**src/rtl/mac_unit.sv**
```systemverilog
// Signed multiply-accumulate PE: actual_result = in_a * in_w + in_p, plus a registered copy.
// Optional MAC_SATURATE_EN: clamp the sum on signed overflow instead of wrapping.
module mac_unit #(
    parameter int A_WIDTH = 8,
    parameter int W_WIDTH = 8,
    parameter int P_WIDTH = 32
) (
    input  logic                      clk,
    input  logic                      rst,
    input  logic                      in_valid,
    input  logic signed [A_WIDTH-1:0] in_a,
    input  logic signed [W_WIDTH-1:0] in_w,
    input  logic signed [P_WIDTH-1:0] in_p,
    output logic signed [P_WIDTH-1:0] actual_result,
    output logic signed [P_WIDTH-1:0] out_result,
    output logic                      out_valid,
    output logic                      overflow
);
    localparam int PROD_W = A_WIDTH + W_WIDTH;

    generate
        if (P_WIDTH < PROD_W) begin : g_width_chk
            $error("mac_unit: P_WIDTH must be >= A_WIDTH + W_WIDTH");
        end
    endgenerate

    typedef struct packed {
        logic [P_WIDTH-1:0] res;
        logic               ovf;
        logic               vld;
    } mac_rsp_t;

    logic signed [PROD_W-1:0]  prod;
    logic signed [P_WIDTH-1:0] prod_ext;
    logic signed [P_WIDTH-1:0] wrap_sum;
    logic                      ovf;
    mac_rsp_t                  rsp_q;

    // Full-width product; the size cast sign-extends because prod is signed.
    assign prod     = in_a * in_w;
    assign prod_ext = P_WIDTH'(prod);
    assign wrap_sum = prod_ext + in_p;
    assign ovf      = (prod_ext[P_WIDTH-1] == in_p[P_WIDTH-1]) &&
                      (wrap_sum[P_WIDTH-1] != in_p[P_WIDTH-1]);

`ifdef MAC_SATURATE_EN
    localparam logic [P_WIDTH-1:0] SAT_MAX = {1'b0, {(P_WIDTH-1){1'b1}}};
    localparam logic [P_WIDTH-1:0] SAT_MIN = {1'b1, {(P_WIDTH-1){1'b0}}};

    // On overflow both operands share a sign, so in_p's sign picks the rail.
    always_comb begin
        actual_result = wrap_sum;
        if (ovf) begin
            actual_result = in_p[P_WIDTH-1] ? SAT_MIN : SAT_MAX;
        end
    end
`else
    assign actual_result = wrap_sum;
`endif

    always_ff @(posedge clk) begin
        if (rst) begin
            rsp_q <= '0;
        end else if (in_valid) begin
            rsp_q.res <= actual_result;
            rsp_q.ovf <= ovf;
            rsp_q.vld <= 1'b1;
        end else begin
            rsp_q.vld <= 1'b0;
        end
    end

    assign out_result = rsp_q.res;
    assign overflow   = rsp_q.ovf;
    assign out_valid  = rsp_q.vld;

endmodule

```
**config.mk**
```make
export PLATFORM = sky130hd
export DESIGN_NAME = mac_unit
export DESIGN_NICKNAME = d
export VERILOG_FILES = /design/src/rtl/mac_unit.sv
export SDC_FILE = /design/constraint.sdc
export NUM_CORES = 1
export LEC_CHECK = 0
export ABC_AREA = 1
export CORE_ASPECT_RATIO = 1.75
export CORE_UTILIZATION = 40
export DETAILED_ROUTE_END_ITERATION = 10
export HOLD_SLACK_MARGIN = 0.06
export SYNTH_ARGS = -nofsm -noshare
export SYNTH_HDL_FRONTEND = slang
export SYNTH_SLANG_ARGS = --single-unit
```
**constraint.sdc**
```tcl
create_clock -name clk -period 8.95 [get_ports clk]
set_input_delay 1.3425 -clock clk [delete_from_list [all_inputs] [get_ports clk]]
set_output_delay 1.3425 -clock clk [all_outputs]
set_load 0.03 [all_outputs]
```
==> summary.txt, run 1 <==
Layout
  – Final Core Density: 54.47%
  – Proportion of layout cells with a drive suffix above 1: 12.68%
  – Fin nets: 1295
  – Layout area overhead: 31.43%

Timing
  – Worst Tran Pin Value: 0.6843 ns
  – Final setup fails: 0
  – Aggregate negative setup slack: 0 ns
  – Fmax achieved: 0.1154 GHz
  – Period minus WS final: 8.665 ns
  – Worst rel slew slack: 54.33%
  – RSZ-0062 raised after global routing: true
  – Worst hold margin: 0.4951 ns
  – Clock skew: 0 ns
  – Final period util: 96.82%
  – Final Hold Fails: 0
  – Max-slew violations: 0

Clocking
  – Worst-Skew Late Latency: 0.28 ns
  – CTS root buffer: clkbuf_16
  – Sink Count: 34
  – CTS buffer count: 5
  – Clock slew at reported path FFs: 0.06 ns
  – H-tree level count: 2
  – Cts hold-fix bufs: 0
  – CTS tree: built
  – Max clock buf depth: 2

Worst hold path
  – HP Class: flip-flop to flip-flop

Logic synthesis
  – Top FF cell, synth: dfxtp_1
  – Synth top area cells: fa_1, inv_1, nand2_1
  – Number of synthesized flops with an enable pin: 0
  – Syn_nets: 1153
  – Post-synth top area share: 18.05%
  – Async set-reset flop share out of synthesis: 0%
  – Area of the mapped netlist: 6211 um^2
  – Ys Warns: 0
  – Synth Instances: 986
  – Syn_area_per_cell: 6.299 um^2
  – Yosys top cell by area: fa_1
  – Distinct cells, synth: 38
  – Seq/Total Area, Yosys: 10.96%
  – Register bit count reported by yosys: 34

Floorplan
  – Die Ht: 166.8 um
  – # rows: 59
  – Die width: 96.20 um
  – I/O pin total: 117
  – Starting density of the core: 41.45%
  – Core ar.: 14990 um^2
  – Area of the die: 16050 um^2

Setup path
  – CP max FO: 8
  – Crit Path Class: input pin to output port
  – Max incr delay on CP: 0.54 ns
  – Worst Setup End Kind: output port
  – Startpoint Class: input pin
  – Crit path DAT: 7.32 ns
  – CP max-delay cell: fa_1
  – CP Data Required Time: 7.61 ns
  – Most Frequent Cell on Critical Path: nand2_1

Drt
  – Initial drt markers: 229
  – Pre-antenna DRT Iters: 5
  – Avg Vias per Cell: 4.762
  – Detailed-route via count: 6248
  – DRC: 0
  – Post-route ant nets: 0
  – Post-Route WL: 18.51 mm
  – WL/cell: 14.11 um

Global routing
  – Initial antenna violation count: 1
  – First-pass GRT wire length: 29.66 mm
  – GR Util All Layers: 24.36%
  – Largest net degree at the start of global routing: 47
  – Vias in the first global route: 6368
  – Overflow after GRT: 0

Run status
  – Outcome: finished clean

Placed design
  – Port bufs: 116
  – RePlAce Congestion: 0.9240
  – Post-detail-place hpwl: 16.09 mm

Flow run
  – Total of max-cap violations: 0
layout by cell type (no fill, tap or decap), drive strengths merged, types with 2 or more instances in the layout:
master,instances
xor2,18
buf,63
nand3,39
a21boi,2
o211ai,3
nor2,118
xnor2,7
dlymetal6s2s,9
nor4,4
nand2,245
o21ai,40
inv,255
nor3,6
fa,56
a21oi,42
clkbuf,7
or2,4
nand4,11
ha,60
dfxtp,34
o21bai,11
clkdlybuf4s50,87
cells by family (layout without fill, tap and decap cells):
group	count (synthesis)	in the layout	synth area share (%)
AO/OA/AOI/OAI	101	101	9.730
XOR/XNOR	25	25	3.525
AND/OR/NAND/NOR	429	429	28.63
flip-flops	34	34	10.96
other	0	1	0
buffers and inverters	281	423	17.02
adder cells (fa/ha/maj)	116	116	30.14
path summary, 6_finish.rpt:
path,cells past startpoint,end,from,slack [ns]
setup / recovery,35,actual_result[31],in_a[0],0.28
setup reg to reg,4,out_result[4],out_result[4],8.27
hold reg to reg,2,out_result[13],out_result[13],0.50
hold / removal,2,out_result[13],out_result[13],0.50
stage by stage:
stage	instances	instance area (um^2)	setup WS, ns
2_1_floorplan	986	6211	0.9960
3_3_place_gp	1301	7777	0.04296
3_5_place_dp	1301	7777	-0.05035
4_1_cts	1308	7945	0.09322
5_1_grt	1312	8163	-0.1183
6_report	1312	8163	0.2845
cell usage after synthesis (6+ instances only):
cell type / instances
xor2_1: 18
clkbuf_1: 22
a21oi_2: 6
nand2_2: 9
nand4_1: 11
fa_1: 56
xnor2_1: 7
o21ai_1: 11
ha_1: 60
o21ai_0: 25
nand2_1: 236
inv_1: 254
o21bai_1: 10
nand3_1: 38
dfxtp_1: 34
a21oi_1: 36
nor2_1: 115
repair_timing:
item                                   CTS  global route
gates resized for setup                  1            54
pin swaps                                0             5
setup endpoints to repair                1            17
endpoints found under the hold margin    0             0
gates cloned                             0             0
setup buffers                            0             3
routing by layer:
metal / vias up / global-route usage, % / share of wire (%)
li1: 3222 / - / -
met1: 2841 / 21.97 / 33
met2: 134 / 47.80 / 57
met3: 51 / 2.648 / 3.1
met4: 0 / 16.09 / 7.1
met5: - / 0 / 0
layout make-up:
cell class | count | area (um^2)
Fill cell | 1563 | 6823
Multi-Input combinational cell | 671 | 4639
Timing Repair Buffer | 160 | 1478
Inverter | 256 | 964.7
Sequential cell | 34 | 680.7
Tap cell | 183 | 229.0
Clock buffer | 6 | 138.9
Clock inverter | 1 | 30.03
Antenna cell | 1 | 2.502
worst max-delay path: cells and delay by family:
family / cells / cell delay, ns
compound gates: 2 / 0.30
fa+ha+maj: 6 / 2.60
buf+inv: 11 / 1.48
simple gates: 16 / 1.56
state kept, by name, summed over array words and instances, names as in the netlist:
name / flops
out_valid: 1
out_result: 32
overflow: 1
Power of run 1 is not shown: default switching activity piles up to over one toggle a cycle in this logic, so the estimate is an artifact.
==> inputs of run 2 (changes only) <==
CORE_UTILIZATION = 55   (was 40)
PLACE_DENSITY = 0.84   (was not set)
REMOVE_ABC_BUFFERS = 1   (was not set)
==> summary.txt, run 2 (synthesized netlist as in run 1, its figures left out) <==
Placed design
  – Port bufs: 116 (unchanged)
  – Post-detail-place hpwl: 14.36 mm (-11%)
  – Placed cells: 1231 (-5.4%)
  – Dpl ws: 0.01455 ns (+0.06490 ns)
  – RePlAce Congestion: 1.047 (+13%)

Setup path
  – Crit path DAT: 7.38 ns (+0.06 ns)
  – Register-to-Register Path Depth: 4 (unchanged)
  – Most Frequent Cell on Critical Path: nand2_1
  – Worst Setup End Kind: output port
  – Max incr delay on CP: 0.66 ns (+0.12 ns)
  – Startpoint Class: input pin
  – CP Data Required Time: 7.61 ns (about the same)
  – CP max-delay cell: clkdlybuf4s50_1
  – Crit Path Class: input pin to output port
  – CP max FO: 12 (+4)

Layout
  – Most common cell after layout, fill and taps aside: inv_1
  – Proportion of layout cells with a drive suffix above 1: 9.657% (-3.0 points)
  – ANT cells: 0 (-1)
  – Max reg flops: 32 (unchanged)
  – Number of fill cells in the layout: 918 (-41%)
  – Most frequent cells in the layout: inv_1, nand2_1, nor2_1, clkdlybuf4s50_1, fa_1
  – Fin nets: 1274 (-1.6%)
  – Flip-flop and latch area: 680.7 um^2 (unchanged)
  – Multi-input gate area: 4651 um^2 (+0.24%)
  – Layout area overhead: 28.34%
  – Fin cells: 1240 (-5.5%)

Drt
  – Initial drt markers: 407 (+78%)
  – WL/cell: 14.08 um (-0.22%)
  – Post-route ant nets: 0 (unchanged)
  – Avg Vias per Cell: 5.200 (+9.2%)
  – Pre-antenna DRT Iters: 7 (+2)
  – Detailed-route via count: 6448 (+3.2%)
  – DRC: 0 (unchanged)
  – Post-Route WL: 17.46 mm (-5.7%)

Timing
  – Final setup fails: 0 (unchanged)
  – Max-slew violations: 0 (unchanged)
  – RSZ-0062 raised after global routing: true
  – Fmax achieved: 0.1147 GHz (-0.60%)
  – Worst Tran Pin Value: 0.7770 ns (+0.09268 ns)
  – Worst rel slew slack: 48.14% (-6.2 points)
  – Clock skew: 0 ns (unchanged)
  – Final period util: 97.41% (+0.59 points)
  – Period minus WS final: 8.718 ns (+0.05272 ns)
  – Aggregate negative setup slack: 0 ns (unchanged)
  – Final Hold Fails: 0 (unchanged)
  – PnR worst setup slack: 0.2318 ns (-0.05272 ns)

Clocking
  – Cts hold-fix bufs: 0 (unchanged)
  – Max clock buf depth: 2 (unchanged)
  – CTS tree: built
  – Sink Count: 34 (unchanged)
  – CTS buffer count: 5 (unchanged)
  – CTS root buffer: clkbuf_16
  – H-tree level count: 2 (unchanged)
  – Clock slew at reported path FFs: 0.06 ns (about the same)
  – Worst-Skew Late Latency: 0.29 ns (about the same)

Global routing
  – Initial antenna violation count: 0 (-1)
  – Vias in the first global route: 6216 (-2.4%)
  – Largest net degree at the start of global routing: 47 (unchanged)
  – Overflow after GRT: 0 (unchanged)
  – First-pass GRT wire length: 27.05 mm (-8.8%)
  – GR Util All Layers: 30.36% (+6.0 points)

Floorplan
  – Die width: 82.33 um (-14%)
  – Area of the die: 11740 um^2 (-27%)
  – # rows: 51 (-14%)
  – Die Ht: 142.6 um (-15%)
  – I/O pin total: 117 (unchanged)
  – Core ar.: 11040 um^2 (-26%)
  – Starting density of the core: 56.26% (+15 points)

Flow run
  – Total of max-cap violations: 0 (unchanged)

Worst hold path
  – Hold Path Depth: 2 (unchanged)
  – HP Class: flip-flop to flip-flop

Run status
  – Outcome: finished clean
-- run 2: area by class of cell --
cell class / instances / share of cell area, %
clock inverter: 3 / 0.5651
tap: 132 / 2.072
multi-input combinational: 671 / 58.34
sequential: 34 / 8.539
clock buffer: 5 / 1.570
inverter: 256 / 12.05
timing repair buffer: 139 / 16.86
-- run 2: per-stage QoR --
stage | hold slack (ns) | instance area [um^2] | util, %
3_5_place_dp | 0.4662 | 7574 | 68.60
5_1_grt | 0.5111 | 7971 | 72.21
4_1_cts | 0.4847 | 7744 | 70.15
2_1_floorplan | 0.6418 | 6115 | -
3_3_place_gp | 0.4617 | 7574 | 68.60
6_report | 0.4849 | 7971 | 72.21
-- run 2: repair_timing --
item                       4_1_cts  5_1_grt
setup endpoints to repair        0       22
setup buffers                    0        1
resized for setup                0       55
-- run 2: worst paths after layout --
kind	startpoint	end	slack, ns
worst max-delay path	in_a[6]	actual_result[28]	0.23
worst min-delay path	out_result[13]	out_result[13]	0.48
worst max register to register	out_result[4]	out_result[4]	8.23
worst min register to register	out_result[13]	out_result[13]	0.48
-- run 2: metal layers --
layer	track usage, %	share of wire (%)	vias up
li1	-	-	3191
met1	27.63	33	2921
met2	58.11	54	232
met3	3.205	4.7	104
met4	22.71	8.0	0
met5	0	0	-
-- run 2: critical path, delay by kind of cell --
| family | cells | cell delay (ns) |
|---|---|---|
| and+or+nand+nor | 12 | 1.04 |
| adders and majority gates | 6 | 2.75 |
| buffers and inverters | 9 | 1.38 |
| AOI/OAI and AO/OA | 4 | 0.85 |
Power of run 2 is left out for the same reason.
==> inputs of run 3 (changes only) <==
ABC_AREA = not set   (was 1)
CORE_UTILIZATION = 53   (was 55)
PLACE_DENSITY = 0.83   (was 0.84)
==> summary.txt, run 3 <==
Drt
  – Detailed-route via count: 5400 (-16%)
  – Avg Vias per Cell: 5.516 (+6.1%)
  – Post-route ant nets: 0 (unchanged)
  – DRC: 0 (unchanged)
  – Post-Route WL: 16.99 mm (-2.7%)
  – Initial drt markers: 162 (-60%)
  – WL/cell: 17.36 um (+23%)
  – Pre-antenna DRT Iters: 4 (-3)

Setup path
  – CP Data Required Time: 7.61 ns (about the same)
  – CP max FO: 7 (-5)
  – Flop-to-flop setup slack: 7.96 ns (-0.27 ns)
  – Worst reg2reg path startpoint: out_result[30]
  – Worst reg2reg path endpoint: out_result[30]
  – Max incr delay on CP: 0.52 ns (-0.14 ns)
  – Register-to-Register Path Depth: 2 (-2)
  – Top delay family on crit path: adder cells
  – Worst Path Buf+Inv: 8 (-1)
  – Crit path DAT: 7.40 ns (+0.02 ns)
  – Startpoint Class: input pin
  – Crit Path Class: input pin to output port
  – Worst Setup End Kind: output port
  – CP max-delay cell: fa_1

Logic synthesis
  – Register bit count reported by yosys: 34 (unchanged)
  – Synth Instances: 639 (-35%)
  – Number of synthesized flops with an enable pin: 0 (unchanged)
  – Synth top area cells: fa_1, ha_1, dfxtp_1
  – Most frequent cells after synthesis: inv_1, nor2_1, ha_1, fa_1, and2_1
  – Ys Warns: 0 (unchanged)
  – Count leader, synth: inv_1
  – Async set-reset flop share out of synthesis: 0% (unchanged)
  – Yosys top cell by area: fa_1
  – Distinct cells, synth: 50 (+32%)
  – Syn_area_per_cell: 8.367 um^2 (+33%)
  – Post-synth top area share: 20.97% (+2.9 points)
  – Area of the mapped netlist: 5346 um^2 (-14%)
  – Top FF cell, synth: dfxtp_1
  – Seq/Total Area, Yosys: 12.73% (+1.8 points)

Timing
  – Worst Tran Pin Value: 0.5614 ns (-0.2156 ns)
  – Aggregate negative setup slack: 0 ns (unchanged)
  – Fmax achieved: 0.1144 GHz (-0.26%)
  – Final Hold Fails: 0 (unchanged)
  – Final setup fails: 0 (unchanged)
  – Worst hold margin: 0.4935 ns (+0.008520 ns)
  – Final period util: 97.67% (+0.26 points)
  – Period minus WS final: 8.741 ns (+0.02294 ns)
  – Max-slew violations: 0 (unchanged)
  – Clock skew: 0 ns (unchanged)
  – Worst rel slew slack: 62.57% (+14 points)

Layout
  – Most frequent cells in the layout: buf_4, inv_1, clkdlybuf4s50_1, nor2_1, fa_1
  – Flip-flop and latch area: 680.7 um^2 (unchanged)
  – Fin nets: 1020 (-20%)
  – Proportion of layout cells with a drive suffix above 1: 26.23% (+17 points)
  – Layout area overhead: 47.79%
  – Post-route cell area: 7901 um^2 (-0.88%)
  – Multi-input gate area: 4642 um^2 (-0.19%)
  – Fin cells: 979 (-21%)
  – Max reg flops: 32 (unchanged)
  – ANT cells: 0 (unchanged)
  – Number of fill cells in the layout: 594 (-35%)
  – Most common cell after layout, fill and taps aside: buf_4

Worst hold path
  – Hold EP: out_result[31]
  – HP Class: flip-flop to flip-flop
  – Hold Path Depth: 2 (unchanged)
  – Hold Path Origin: out_result[31]

Global routing
  – Vias in the first global route: 5691 (-8.4%)
  – Overflow after GRT: 0 (unchanged)
  – Largest net degree at the start of global routing: 45 (-4.3%)
  – GR Util All Layers: 31.30% (+0.94 points)
  – Initial antenna violation count: 0 (unchanged)
  – First-pass GRT wire length: 25.62 mm (-5.3%)

Placed design
  – Port bufs: 116 (unchanged)
  – Placed cells: 960 (-22%)
  – Placed Area: 7274 um^2 (-3.9%)
  – Post-detail-place hpwl: 13.29 mm (-7.5%)
  – RePlAce Congestion: 0.9088 (-13%)

Clocking
  – CTS buffer count: 5 (unchanged)
  – Cts hold-fix bufs: 0 (unchanged)
  – Worst-Skew Late Latency: 0.28 ns (about the same)
  – Sink Count: 34 (unchanged)
  – CTS tree: built
  – Clock slew at reported path FFs: 0.05 ns (about the same)
  – H-tree level count: 2 (unchanged)
  – Max clock buf depth: 2 (unchanged)
  – CTS root buffer: clkbuf_16

Flow run
  – Total of max-cap violations: 0 (unchanged)

Floorplan
  – Core ar.: 9849 um^2 (-11%)
  – I/O pin total: 117 (unchanged)
  – Die Ht: 134.9 um (-5.4%)
  – Die width: 77.92 um (-5.4%)
  – # rows: 48 (-5.9%)
  – Starting density of the core: 54.28% (-2.0 points)
  – Area of the die: 10510 um^2 (-10%)

Run status
  – Outcome: finished clean
-- run 3: metrics by stage --
step | worst slack [ns] | utilization (%)
after CTS | 0.007351 | 77.66
final | 0.2089 | 80.22
after global placement | -0.2598 | 73.86
after global routing | -0.1347 | 80.22
after detailed placement | -0.4320 | 73.86
after floorplan | 0.1138 | -
-- run 3: kinds of logic after synthesis --
group	synth area share [%]
AND/OR/NAND/NOR	19.17
buffers and inverters	8.097
adder cells (fa/ha/maj)	35.01
XOR/XNOR	7.372
multiplexers	4.517
AO/OA/AOI/OAI	13.11
flip-flops	12.73
-- run 3: repair_timing --
item,in CTS,in global routing
gates cloned,0,0
endpoints found under the setup margin,12,13
gates resized for setup,59,97
pin swaps,32,57
buffers inserted,5,7
-- run 3: cell type report --
class	count	share of cell area, %
well taps	125	1.979
multi-input cells	490	58.75
clock inverters	1	0.06334
flip-flops and latches	34	8.614
clock buffers	7	1.805
repair buffers	220	23.91
inverters	102	4.877
-- run 3: worst max-delay path by stage --
stage / from / end / slack [ns] / cells past startpoint
finish: in_w[5] / actual_result[29] / 0.21 / 29
global route: in_w[5] / actual_result[31] / -0.13 / 30
CTS: in_a[4] / actual_result[30] / 0.007 / 29
detailed placement: in_a[1] / actual_result[31] / -0.43 / 32
global placement: in_a[1] / actual_result[31] / -0.26 / 32
floorplan: in_w[3] / actual_result[28] / 0.11 / 24
-- run 3: tightest hold or removal path, delay by kind of cell (launching register included) --
kind	cells	cell delay, ns
simple gates	1	0.08
compound gates	1	0.05
flops	1	0.31
-- run 3: layer usage --
| metal | global-route usage, % | routed length (um) | vias up |
|---|---|---|---|
| met2 | 64.60 | 9856 | 184 |
| li1 | - | - | 2544 |
| met3 | 4.257 | 704 | 73 |
| met1 | 27.94 | 5514 | 2599 |
| met5 | 0 | 0 | - |
| met4 | 17.28 | 916 | 0 |
Power of run 3 is left out for the same reason.
